**config.mk**
```make
export PLATFORM = sky130hd
export DESIGN_NAME = uart_plot_rx
export DESIGN_NICKNAME = d
export VERILOG_FILES = /design/src/rtl/uart_plot_rx.sv
export SDC_FILE = /design/constraint.sdc
export NUM_CORES = 1
export LEC_CHECK = 0
export BUFFER_PORTS_ARGS = -buffer_cell sky130_fd_sc_hd__clkbuf_2
export CORE_MARGIN = 2
export CORE_UTILIZATION = 57
export CTS_BUF_LIST = sky130_fd_sc_hd__clkbuf_16
export CTS_CLUSTER_SIZE = 10
export DETAILED_ROUTE_END_ITERATION = 10
export MAX_ROUTING_LAYER = met4
export PLACE_DENSITY = 0.76
export SETUP_SLACK_MARGIN = 0.05
export SLEW_MARGIN = 20
export SYNTH_ARGS = -nofsm -noshare
export SYNTH_HDL_FRONTEND = slang
export SYNTH_SLANG_ARGS = --single-unit
```
**constraint.sdc**
```tcl
create_clock -name clk -period 4.09 [get_ports clk]
set_input_delay 0.2045 -clock clk [delete_from_list [all_inputs] [get_ports clk]]
set_output_delay 0.2045 -clock clk [all_outputs]
set_load 0.05 [all_outputs]
```
**src/rtl/uart_plot_rx.sv**
```systemverilog
// 8N1 UART receiver followed by a parser for "{plotter:DD,DD}\r\n" telemetry lines.
// Raw bytes and parsed fields are both published with one-cycle strobes.
module uart_plot_rx #(
  parameter int CLK_FRE   = 50,
  parameter int UART_RATE = 115200
) (
  input  logic       clk,
  input  logic       rst,
  input  logic       uart_rx,
  output logic [7:0] rx_data,
  output logic       rx_valid,
  output logic       rx_frame_err,
  output logic [6:0] val0,
  output logic [6:0] val1,
  output logic       val_valid,
  output logic       parse_err
);

  localparam int BIT_CNT  = CLK_FRE * 1000000 / UART_RATE;
  localparam int HALF_CNT = BIT_CNT / 2;
  localparam int CW       = $clog2(BIT_CNT + 1);
  localparam logic [CW-1:0] BIT_LAST  = CW'(BIT_CNT - 1);
  localparam logic [CW-1:0] HALF_LAST = CW'(HALF_CNT - 1);

  localparam logic [2:0] S_IDLE    = 3'd0;
  localparam logic [2:0] S_START   = 3'd1;
  localparam logic [2:0] S_DATA    = 3'd2;
  localparam logic [2:0] S_STOP    = 3'd3;
  localparam logic [2:0] S_WAIT_HI = 3'd4;

  localparam logic [3:0] P_IDLE  = 4'd0;
  localparam logic [3:0] P_LIT   = 4'd1;
  localparam logic [3:0] P_T0    = 4'd2;
  localparam logic [3:0] P_U0    = 4'd3;
  localparam logic [3:0] P_COMMA = 4'd4;
  localparam logic [3:0] P_T1    = 4'd5;
  localparam logic [3:0] P_U1    = 4'd6;
  localparam logic [3:0] P_RBRC  = 4'd7;
  localparam logic [3:0] P_CR    = 4'd8;
  localparam logic [3:0] P_LF    = 4'd9;

  logic          rx_meta_reg, rxs_reg, rxs_d_reg;
  logic [2:0]    state_reg;
  logic [CW-1:0] cnt_reg;
  logic [2:0]    bit_idx_reg;
  logic [7:0]    shift_reg;

  logic [3:0]    pstate_reg;
  logic [2:0]    lit_idx_reg;
  logic [3:0]    tens_reg;
  logic [6:0]    stage0_reg, stage1_reg;
  logic          byte_ok;
  logic          is_digit;

  function automatic logic [7:0] lit_char(input logic [2:0] idx);
    case (idx)
      3'd0: lit_char = "p";
      3'd1: lit_char = "l";
      3'd2: lit_char = "o";
      3'd3: lit_char = "t";
      3'd4: lit_char = "t";
      3'd5: lit_char = "e";
      3'd6: lit_char = "r";
      default: lit_char = ":";
    endcase
  endfunction

  // tens*10 + units as shifts; 9*10+9 = 99 fits in 7 bits
  function automatic logic [6:0] calc_val(input logic [3:0] t, input logic [3:0] u);
    calc_val = ({3'b000, t} << 3) + ({3'b000, t} << 1) + {3'b000, u};
  endfunction

  always_ff @(posedge clk or posedge rst) begin
    if (rst) begin
      rx_meta_reg  <= 1'b1;
      rxs_reg      <= 1'b1;
      rxs_d_reg    <= 1'b1;
      state_reg    <= S_IDLE;
      cnt_reg      <= '0;
      bit_idx_reg  <= '0;
      shift_reg    <= '0;
      rx_data      <= '0;
      rx_valid     <= 1'b0;
      rx_frame_err <= 1'b0;
    end else begin
      rx_meta_reg  <= uart_rx;
      rxs_reg      <= rx_meta_reg;
      rxs_d_reg    <= rxs_reg;
      rx_valid     <= 1'b0;
      rx_frame_err <= 1'b0;
      case (state_reg)
        S_IDLE: begin
          if (rxs_d_reg && !rxs_reg) begin
            state_reg <= S_START;
            cnt_reg   <= '0;
          end
        end
        S_START: begin
          if (cnt_reg == HALF_LAST) begin
            cnt_reg     <= '0;
            bit_idx_reg <= '0;
            state_reg   <= rxs_reg ? S_IDLE : S_DATA;
          end else begin
            cnt_reg <= cnt_reg + 1'b1;
          end
        end
        S_DATA: begin
          if (cnt_reg == BIT_LAST) begin
            cnt_reg   <= '0;
            shift_reg <= {rxs_reg, shift_reg[7:1]};
            if (bit_idx_reg == 3'd7) state_reg <= S_STOP;
            else bit_idx_reg <= bit_idx_reg + 1'b1;
          end else begin
            cnt_reg <= cnt_reg + 1'b1;
          end
        end
        S_STOP: begin
          if (cnt_reg == BIT_LAST) begin
            cnt_reg <= '0;
            if (rxs_reg) begin
              rx_data   <= shift_reg;
              rx_valid  <= 1'b1;
              state_reg <= S_IDLE;
            end else begin
              rx_frame_err <= 1'b1;
              state_reg    <= S_WAIT_HI;
            end
          end else begin
            cnt_reg <= cnt_reg + 1'b1;
          end
        end
        S_WAIT_HI: if (rxs_reg) state_reg <= S_IDLE;
        default: state_reg <= S_IDLE;
      endcase
    end
  end

  always_comb begin
    is_digit = (rx_data >= "0") && (rx_data <= "9");
    byte_ok  = 1'b0;
    case (pstate_reg)
      P_LIT:   byte_ok = (rx_data == lit_char(lit_idx_reg));
      P_T0, P_U0, P_T1, P_U1: byte_ok = is_digit;
      P_COMMA: byte_ok = (rx_data == ",");
      P_RBRC:  byte_ok = (rx_data == "}");
      P_CR:    byte_ok = (rx_data == 8'h0d);
      P_LF:    byte_ok = (rx_data == 8'h0a);
      default: byte_ok = 1'b0;
    endcase
  end

  // Parser consumes the registered byte strobes, so results land one cycle after rx_valid.
  always_ff @(posedge clk or posedge rst) begin
    if (rst) begin
      pstate_reg  <= P_IDLE;
      lit_idx_reg <= '0;
      tens_reg    <= '0;
      stage0_reg  <= '0;
      stage1_reg  <= '0;
      val0        <= '0;
      val1        <= '0;
      val_valid   <= 1'b0;
      parse_err   <= 1'b0;
    end else begin
      val_valid <= 1'b0;
      parse_err <= 1'b0;
      if (rx_frame_err) begin
        if (pstate_reg != P_IDLE) begin
          parse_err  <= 1'b1;
          pstate_reg <= P_IDLE;
        end
      end else if (rx_valid) begin
        if (pstate_reg == P_IDLE) begin
          if (rx_data == "{") begin
            pstate_reg  <= P_LIT;
            lit_idx_reg <= '0;
          end
        end else if (byte_ok) begin
          case (pstate_reg)
            P_LIT: begin
              if (lit_idx_reg == 3'd7) pstate_reg <= P_T0;
              else lit_idx_reg <= lit_idx_reg + 1'b1;
            end
            P_T0:    begin tens_reg <= rx_data[3:0]; pstate_reg <= P_U0; end
            P_U0:    begin stage0_reg <= calc_val(tens_reg, rx_data[3:0]); pstate_reg <= P_COMMA; end
            P_COMMA: pstate_reg <= P_T1;
            P_T1:    begin tens_reg <= rx_data[3:0]; pstate_reg <= P_U1; end
            P_U1:    begin stage1_reg <= calc_val(tens_reg, rx_data[3:0]); pstate_reg <= P_RBRC; end
            P_RBRC:  pstate_reg <= P_CR;
            P_CR:    pstate_reg <= P_LF;
            default: begin
              val0       <= stage0_reg;
              val1       <= stage1_reg;
              val_valid  <= 1'b1;
              pstate_reg <= P_IDLE;
            end
          endcase
        end else begin
          parse_err <= 1'b1;
          if (rx_data == "{") begin
            pstate_reg  <= P_LIT;
            lit_idx_reg <= '0;
          end else begin
            pstate_reg <= P_IDLE;
          end
        end
      end
    end
  end

endmodule

```
==> metrics <==
f_max=a little under 300 MHz; commonest non-fill, non-tap cell in the layout=dfrtp_1; main combinational cell family by area after synthesis=simple AND/OR/NAND/NOR gates; Synth Flop Type=dfrtp_1; Post-Synth Simple-Gate Area=0.163; area grow syn2layout=12.0%; final core utilization=0.648; Routed WL=just under 8 mm; peak supply drop=approximately 0.22 mV; Post-synth EDFFs=0; fin crit share=0.825; clock root cell=clkbuf_16; DP Area=approximately 0.0043 mm²; Sum Neg Setup Slack=0 ns; crit path kind=reg2reg; Via Count=2883; Cell variety after synth=58; gr ovfl total=0; Comb power frac=0.034; first-pass GRT wire length=between 10 and 15 mm; Starting Density=0.579; WL/cell=15.7 µm; Compound-Gate Fraction of Synth Area=0.105; total leakage power=about 2.3 nW; Seq/Total Area, Yosys=0.467; n_diodes=0; gpl congestion=0.877; MaxCap Viol Count=0; flops & latches, synth=between 70 and 80; PortBufs=28; worst-margin pin slew=~0.8 ns; Clock Path Buffers=2; Setup Fix Bufs, Post-CTS=0; layout cell share with drive strength beyond 1=0.266; initial antenna violation count=0; max-slew violation count=0; Die X=89.1 µm; htree depth=3; Die Height=89.1 µm; minimum clock period after layout=3.38 ns; Top Ports=29; CTS buffer count=9; Inst Count DP=484; # rows=31; nets@finish=420; Setup Skew=about 0.011 ns; Via density=5.74; Post-Synth Adder-Cell Area=0.0612; first-pass detailed-route iteration total=4; synthesized cell area=just over 0.004 mm²; largest net degree at the start of global routing=45; detailed placer's ending HPWL=~5.6 mm; Psw=about 0.00039 W; Worst EP arrival=~3.6 ns; clock sinks=77; Yosys Warn Count=0; final number of hold-violating endpoints=0; post-route ant nets=0; mux contribution to synthesized area=0.150; Finished Layout Cells=502; vias in the first global route=2793; worst hold path type=reg2reg; Mean Syn Cell Area=roughly 11 µm²; max FFs per register=9; syn nets=393; core area=around 0.0071 mm²; Power Internal=approximately 0.0012 W; crit-path max FO=14; Post-Syn Instances=about 370; status=finished clean; die area=~0.0079 mm²; Remaining DRCs=0; max_slew headroom=0.477; gr usage total=0.225; critical path launch point type=register; worst hold margin=~0.36 ns; most frequent cells in the layout=dfrtp_1, mux2_2, nand2_1; clock slew at reported path FFs=0.07 ns; Seq pwr share=0.490; clock power share=0.476; Critical Path RT=roughly 4.3 ns; RSZ-0062 raised after global routing=false; final instance area=0.00463 mm²; CTS Hold Bufs=2; CTS tree=done; PD cells=~350 mW/mm²; FFs w/ async S/R, synth=1.00; Skew-Pair Late Insertion Delay=roughly 0.33 ns; DRT iter0 DRCs=148; post_cts resized=0; Crit. End Element=register; Final setup viols=0; Synth Area in XOR/XNOR=0.0233; switching part of the total=0.244
-- path summary, 6_finish.rpt --
check | start | end | slack, ns | depth (start not counted)
worst min-delay path | rx_meta_reg$_DFF_PP1_ | rxs_reg$_DFF_PP1_ | 0.36 | 0
worst min register to register | rx_meta_reg$_DFF_PP1_ | rxs_reg$_DFF_PP1_ | 0.36 | 0
min in group asynchronous | rst | stage1_reg[0]$_DFFE_PP0P_ | 0.52 | 3
worst max register to register | lit_idx_reg[1]$_DFFE_PP0P_ | val0[6]$_DFFE_PP0P_ | 0.71 | 10
max in group asynchronous | rst | tens_reg[2]$_DFFE_PP0P_ | 2.54 | 4
worst max-delay path | lit_idx_reg[1]$_DFFE_PP0P_ | val0[6]$_DFFE_PP0P_ | 0.71 | 10
-- cell usage after synthesis (6+ instances only) --
| cell | count | share of area |
|---|---|---|
| nand2_1 | 31 | 0.028 |
| o211ai_1 | 6 | 0.011 |
| nand3_1 | 13 | 0.016 |
| mux2_2 | 39 | 0.11 |
| o21ai_0 | 24 | 0.029 |
| a21o_1 | 9 | 0.016 |
| a21oi_1 | 12 | 0.015 |
| dfrtp_1 | 74 | 0.45 |
| mux2_4 | 10 | 0.036 |
| ha_1 | 17 | 0.051 |
| nor2_1 | 23 | 0.021 |
| clkbuf_1 | 8 | 0.0073 |
| inv_1 | 10 | 0.0091 |
| xnor2_1 | 8 | 0.017 |
-- worst max-delay path: stages, from the launching register on --
cell	delay, ns
dfrtp_1	0.44
inv_1	0.11
ha_1	0.26
nor4b_2	0.38
nor2_1	0.09
a211oi_1	0.29
xnor2_1	0.14
nor4_4	0.32
a21o_1	0.41
nand4_4	0.39
mux2_4	0.42
-- layer usage --
layer,wire length [µm],global-route usage,up-vias
met5,0,-,-
met4,105,0.0678,0
met3,296,0.0526,10
met2,3980,0.359,61
met1,3480,0.287,1415
li1,-,-,1397
-- kinds of logic (layout without fill, tap and decap cells) --
kind of cell / Yosys count / after routing
AO/OA/AOI/OAI: 69 / 69
adder cells (fa/ha/maj): 19 / 19
XOR/XNOR: 11 / 11
AND/OR/NAND/NOR: 118 / 118
buffers and inverters: 25 / 57
flip-flops: 77 / 77
multiplexers: 52 / 52
-- through the flow --
step           power, W  worst slack, ns
2_1_floorplan  0.000841             1.21
3_3_place_gp   0.000855            0.869
3_5_place_dp   0.000857            0.745
4_1_cts         0.00162            0.717
5_1_grt         0.00167            0.386
6_report        0.00161            0.714
-- power by group through the flow --
stage	registers [W]	clock network, W	logic, W
floorplan	0.000796	0	0.0000447
global placement	0.000800	0	0.0000543
detailed placement	0.000801	0	0.0000552
CTS	0.000787	0.000779	0.0000569
global route	0.000790	0.000810	0.0000681
finish	0.000787	0.000764	0.0000553
-- layout make-up --
| class | instances | area (µm²) |
|---|---|---|
| timing repair buffer | 31 | 168 |
| inverter | 10 | 37.5 |
| clock inverter | 7 | 67.6 |
| sequential | 77 | 1930 |
| fill | 592 | 2510 |
| tap | 99 | 124 |
| multi-input combinational | 269 | 2070 |
| clock buffer | 9 | 225 |
No activity file was read; power rests on OpenSTA's default activity.
